==> src/rtl/fp_mul_pipe.sv <==
// Pipelined IEEE-style FP multiplier (flush-to-zero); define FP_MUL_RNE_EN for round-to-nearest-even, else truncate.
// Latency 3 cycles, throughput 1/cycle.
// Backpressure: one global stall; every stage holds while out_valid & !out_ready, in_ready = !out_valid | out_ready.
module fp_mul_pipe #(
   parameter int EXP_W = 8,
   parameter int MAN_W = 7
) (
   input  logic                 clk,
   input  logic                 reset,
   input  logic                 in_valid,
   output logic                 in_ready,
   input  logic [EXP_W+MAN_W:0] opA,
   input  logic [EXP_W+MAN_W:0] opB,
   output logic                 out_valid,
   input  logic                 out_ready,
   output logic [EXP_W+MAN_W:0] product,
   output logic                 overflow,
   output logic                 underflow,
   output logic                 inexact,
   output logic                 invalid
);
   localparam int W  = 1 + EXP_W + MAN_W;
   localparam int PW = 2 * (MAN_W + 1);
   localparam int SW = EXP_W + 2;
   localparam logic signed [SW-1:0] BIAS_S = SW'((1 << (EXP_W - 1)) - 1);
   localparam logic signed [SW-1:0] EMAX_S = SW'((1 << EXP_W) - 1);
   localparam logic signed [SW-1:0] ZERO_S = '0;
   localparam logic [EXP_W-1:0]     EMAX_F = '1;
   localparam logic [W-1:0]         QNAN   = {1'b0, EMAX_F, 1'b1, {(MAN_W-1){1'b0}}};

   logic                sa, sb, s_in;
   logic [EXP_W-1:0]    ea, eb;
   logic [MAN_W-1:0]    ma, mb;
   logic                za, zb, ia, ib, na, nb, snan;
   logic                spec_d, spec_inv_d;
   logic [W-1:0]        spec_res_d;

   assign {sa, ea, ma} = opA;
   assign {sb, eb, mb} = opB;
   assign s_in = sa ^ sb;
   assign za   = (ea == '0);
   assign zb   = (eb == '0);
   assign ia   = (ea == EMAX_F) && (ma == '0);
   assign ib   = (eb == EMAX_F) && (mb == '0);
   assign na   = (ea == EMAX_F) && (ma != '0);
   assign nb   = (eb == EMAX_F) && (mb != '0);
   assign snan = (na && !ma[MAN_W-1]) || (nb && !mb[MAN_W-1]);

   always_comb begin
      spec_d     = 1'b0;
      spec_inv_d = 1'b0;
      spec_res_d = '0;
      if (na || nb || (ia && zb) || (ib && za)) begin
         spec_d     = 1'b1;
         spec_res_d = QNAN;
         spec_inv_d = snan || (ia && zb) || (ib && za);
      end else if (ia || ib) begin
         spec_d     = 1'b1;
         spec_res_d = {s_in, EMAX_F, {MAN_W{1'b0}}};
      end else if (za || zb) begin
         spec_d     = 1'b1;
         spec_res_d = {s_in, {(W-1){1'b0}}};
      end
   end

   // Stage registers; only valids and the output stage carry reset.
   logic                v1, s1, spec1, spec_inv1;
   logic [W-1:0]        spec_res1;
   logic [EXP_W-1:0]    ea1, eb1;
   logic [PW-1:0]       p1;
   logic                v2, s2, spec2, spec_inv2, g2, st2;
   logic [W-1:0]        spec_res2;
   logic signed [SW-1:0] e2;
   logic [MAN_W-1:0]    m2;

   logic [PW-1:0]       pn;
   logic signed [SW-1:0] e_sum;
   assign pn    = p1[PW-1] ? p1 : (p1 << 1);
   assign e_sum = $signed({2'b00, ea1}) + $signed({2'b00, eb1}) - BIAS_S
                + $signed({{(SW-1){1'b0}}, p1[PW-1]});

   logic                rnd_up, ovf, unf;
   logic [MAN_W:0]      m_rnd;
   logic signed [SW-1:0] e_rnd;
`ifdef FP_MUL_RNE_EN
   assign rnd_up = g2 & (st2 | m2[0]);
`else
   assign rnd_up = 1'b0;
`endif
   assign m_rnd = {1'b0, m2} + {{MAN_W{1'b0}}, rnd_up};
   // A rounding carry leaves the stored mantissa all-zero, which is already the renormalised value.
   assign e_rnd = e2 + $signed({{(SW-1){1'b0}}, m_rnd[MAN_W]});
   assign ovf   = (e_rnd >= EMAX_S);
   assign unf   = (e_rnd <= ZERO_S);

   assign in_ready = !out_valid || out_ready;

   always_ff @(posedge clk) begin
      if (in_ready) begin
         s1        <= s_in;
         spec1     <= spec_d;
         spec_inv1 <= spec_inv_d;
         spec_res1 <= spec_res_d;
         ea1       <= ea;
         eb1       <= eb;
         p1        <= {{(MAN_W+1){1'b0}}, 1'b1, ma} * {{(MAN_W+1){1'b0}}, 1'b1, mb};
         s2        <= s1;
         spec2     <= spec1;
         spec_inv2 <= spec_inv1;
         spec_res2 <= spec_res1;
         e2        <= e_sum;
         m2        <= pn[PW-2 -: MAN_W];
         g2        <= pn[MAN_W];
         st2       <= |pn[MAN_W-1:0];
      end
   end

   always_ff @(posedge clk) begin
      if (reset) begin
         v1        <= 1'b0;
         v2        <= 1'b0;
         out_valid <= 1'b0;
         product   <= '0;
         overflow  <= 1'b0;
         underflow <= 1'b0;
         inexact   <= 1'b0;
         invalid   <= 1'b0;
      end else if (in_ready) begin
         v1        <= in_valid;
         v2        <= v1;
         out_valid <= v2;
         if (v2) begin
            overflow  <= 1'b0;
            underflow <= 1'b0;
            invalid   <= 1'b0;
            if (spec2) begin
               product <= spec_res2;
               inexact <= 1'b0;
               invalid <= spec_inv2;
            end else if (ovf) begin
               product  <= {s2, EMAX_F, {MAN_W{1'b0}}};
               overflow <= 1'b1;
               inexact  <= 1'b1;
            end else if (unf) begin
               product   <= {s2, {(W-1){1'b0}}};
               underflow <= 1'b1;
               inexact   <= 1'b1;
            end else begin
               product <= {s2, e_rnd[EXP_W-1:0], m_rnd[MAN_W-1:0]};
               inexact <= g2 | st2;
            end
         end
      end
   end
endmodule

==> config.mk <==
export PLATFORM = sky130hd
export DESIGN_NAME = fp_mul_pipe
export DESIGN_NICKNAME = d
export VERILOG_FILES = /design/src/rtl/fp_mul_pipe.sv
export SDC_FILE = /design/constraint.sdc
export NUM_CORES = 1
export LEC_CHECK = 0
export ABC_CLOCK_PERIOD_IN_PS = 5300
export CAP_MARGIN = 30
export CORE_MARGIN = 2
export CORE_UTILIZATION = 40
export CTS_BUF_LIST = sky130_fd_sc_hd__clkbuf_16
export DETAILED_ROUTE_END_ITERATION = 8
export PLACE_DENSITY = 0.63
export SLEW_MARGIN = 25
export SYNTH_ARGS = -nofsm -noshare
export SYNTH_HDL_FRONTEND = slang
export SYNTH_SLANG_ARGS = --single-unit
==> constraint.sdc <==
create_clock -name clk -period 5.3 [get_ports clk]
set_clock_uncertainty 0.1 [all_clocks]
set_input_delay 1.06 -clock clk [delete_from_list [all_inputs] [get_ports clk]]
set_output_delay 1.06 -clock clk [all_outputs]
set_load 0.005 [all_outputs]
==> results of run 1 <==
final cells by class:
type / instances / area [µm²] / area share
inverters: 81 / 304.0 / 0.04355
repair buffers: 92 / 847.1 / 0.1213
multi-input cells: 343 / 2974 / 0.4260
clock inverters: 7 / 53.80 / 0.007706
well taps: 180 / 225.2 / 0.03226
clock buffers: 9 / 225.2 / 0.03226
flip-flops and latches: 86 / 2352 / 0.3369
power by group through the flow:
stage / Clock, mW / Combinational [mW] / Sequential (mW)
floorplan: 0 / 0.744 / 0.986
global placement: 0 / 1.07 / 1.02
detailed placement: 0 / 1.09 / 1.02
CTS: 0.598 / 1.11 / 1.01
global route: 0.623 / 1.32 / 1.03
finish: 0.586 / 1.15 / 1.01
logic make-up after synthesis:
kind of cell	share of synthesized area
fa+ha+maj	0.2453
simple gates	0.1404
buf+inv	0.05898
mux	0.01959
flops	0.4184
compound gates	0.09393
xor+xnor	0.02337
how the worst max path moves through the flow:
stage	from	slack [ns]	end	cells past startpoint
after floorplan	opA[1]	0.32	p1[15]	16
after global placement	opA[1]	-0.22	p1[15]	17
after detailed placement	opB[4]	-0.30	p1[15]	16
after CTS	opB[4]	0.04	p1[15]	16
after global routing	opA[3]	-0.02	p1[13]	16
final	opA[3]	0.16	p1[13]	17
per-stage QoR:
step,worst slack [ns],setup TNS (ns)
after global routing,-0.02015,-0.02015
after detailed placement,-0.3014,-1.564
after floorplan,0.3167,0
final,0.1598,0
after global placement,-0.2186,-1.067
after CTS,0.04278,0
cell usage in the layout, fill, tap and decap left out, types with 2 or more instances in the layout:
master / instances
inv_1: 80
edfxtp_1: 63
clkdlybuf4s50_1: 53
ha_1: 50
fa_1: 37
nor2_1: 36
buf_4: 34
and2_1: 33
nand2_1: 33
a21oi_1: 23
dfxtp_1: 23
a22oi_1: 15
xnor2_1: 11
o21ai_0: 9
clkbuf_16: 9
nor3_1: 8
mux2_2: 8
nand3_1: 6
nand4_1: 5
a21o_1: 5
a31oi_1: 4
xor2_1: 4
nand3b_1: 4
or4_1: 4
inv_6: 4
dlymetal6s2s_1: 4
a211oi_1: 3
o21a_1: 3
nor3b_1: 3
nor4_1: 3
inv_2: 2
o21ai_1: 2
nand2b_1: 2
nor2b_1: 2
and4_1: 2
mux2i_1: 2
state kept, by name, summed over array words and instances, names as in the netlist, 3 cells and up:
| register | cells |
|---|---|
| e2 | 10 |
| product | 16 |
| m2 | 7 |
| spec_res2 | 3 |
| spec_res1 | 3 |
| ea1 | 8 |
| p1 | 16 |
| eb1 | 8 |
routing by layer:
metal | track usage | wire length, µm | share of wire | vias up
li1 | - | - | - | 1980
met1 | 0.2031 | 5218 | 0.47 | 1883
met2 | 0.2740 | 5369 | 0.49 | 68
met3 | 0.01859 | 310 | 0.028 | 4
met4 | 0.04239 | 92 | 0.0084 | 0
met5 | 0 | 0 | 0 | -
repair_timing:
action	CTS	global route
buffers inserted	0	2
gates resized for setup	0	15
setup endpoints to repair	0	6
==> impl_metrics.tcl, run 1 <==
set metrics [dict create \
    p_comb_frac 0.419 \
    hp-class "flop to flop" \
    drv_cap 0 \
    final_nets 737 \
    cts.sinks 86 \
    fin_hold_ws_ns 0.3188 \
    start_util 0.4066 \
    min_to "spec_res2[15]" \
    antenna_left 0 \
    netlist_top_cells_count "inv_1 (81), edfxtp_1 (63), ha_1 (51)" \
    crit_family "adder cells" \
    synth.top_cell.area_share 0.3365 \
    power_density_mw_per_mm2 393.1 \
    final_cell_count_no_fill 798 \
    avgViaCountPerCell 4.931 \
    dr.pass1.iters 4 \
    hp-start "spec_res1[15]" \
    cts_tree "yes" \
    fin_crit_sh 0.9699 \
    dp_cells 780 \
    die-area_mm2 0.01502 \
    final_area_mm2 0.006982 \
    seq_power_share 0.368 \
    switching_share 0.3305 \
    r2r_cells 11 \
    post-route-util 0.5049 \
    worst-path-buf-inv 6 \
    hold_viol_final 0 \
    cts_hold_buf 0 \
    tightest_slew_ns 0.7868 \
    syn_avg_cell_area_um2 10.87 \
    synth-edff-count 63 \
    port_buffers 57 \
    min_path_cells 0 \
    drc 0 \
    synth_nets 641 \
    num_io_pins 58 \
    internal-power_mw 1.837 \
    reg2reg_to "e2[8]" \
    ir_drop_mv 0.1729 \
    diodes 0 \
    slew_headroom 0.4738 \
    rrSetupSlack_ns 2.50 \
    grt_pass1_wl_um 18650 \
    start_kind "input port" \
    crit_type "input port to flop" \
    cp_slowest_cell "fa_1" \
    synth_most_common_cell "inv_1" \
    grt_pass1_vias 3979 \
    seq_area_frac_synth 0.4184 \
    overflow 0 \
    die_y_um 122.6 \
    fin_total_pwr_mw 2.744 \
    placed_area_mm2 0.006640 \
    fillers 1234 \
    ys_warn_count 0 \
    final_period_minus_worst_setup_slack_ns 5.140 \
    crit_arrival_ns 5.11 \
    max_freq_ghz 0.1945 \
    syn_area_mm2 0.005622 \
    synthArstFlopShare 0 \
    drtIter0Drc 246 \
    drv_slew 0 \
    synthTopCellsByArea "edfxtp_1 (34%), fa_1 (13%), ha_1 (11%), dfxtp_1 (8.2%), inv_1 (5.4%)" \
    yosysUniqueCellTypes 50 \
    crit_fanout 4 \
    total_leakage_power_nw 3.031 \
    synth_cells 517 \
    final_layout_size_suffix_gt1_frac 0.1165 \
    antenna_found_initial 0 \
    crit-reg2reg-launch "p1[15]" \
    yosys.area.top_type "edfxtp_1" \
    outcome "finished clean" \
    core_area_mm2 0.01383 \
    endpoint_kind "flop" \
    area_growth_pct 24.19 \
    power.switching_uw 907.0 \
    cts-root-buf "clkbuf_16" \
    clk_pin_slew_worst_paths_ns 0.07 \
    wl_um 10990 \
    setup_viol 0 \
    vias 3935 \
    rows 43 \
    grt_max_degree 49 \
    p_clk_frac 0.213 \
    critical_path.max_stage_delay_ns 0.54 \
    place_congestion 0.8900 \
    numCtsBuffers 9 \
    synthFlopType "edfxtp_1" \
    grt_usage 0.1558 \
    path_cells "clkdlybuf4s50_1 -> and2_1 -> fa_1 -> inv_1 -> fa_1 -> inv_1 -> fa_1 -> inv_1 -> fa_1 -> inv_1 -> ha_4 -> nand3_1 -> o21bai_2 -> a31oi_2 -> buf_4 -> o41ai_2 -> xnor2_1" \
    wl_per_cell_um 13.77 \
    die_w_um 122.6 \
    required_ns 5.27 \
    insertion_delay_ns 0.33 \
    clockBufferDepth 2 \
    hpwl_um 8832 \
    htree_levels 3 \
    synth-seq-cells 86 \
]
(Power assumes the default switching activity.)
==> run 2, diff against run 1 <==
CAP_MARGIN = unset   (was 30)
==> results of run 2 <==
Final layout, timing and power as in run 1 (identical DEF).
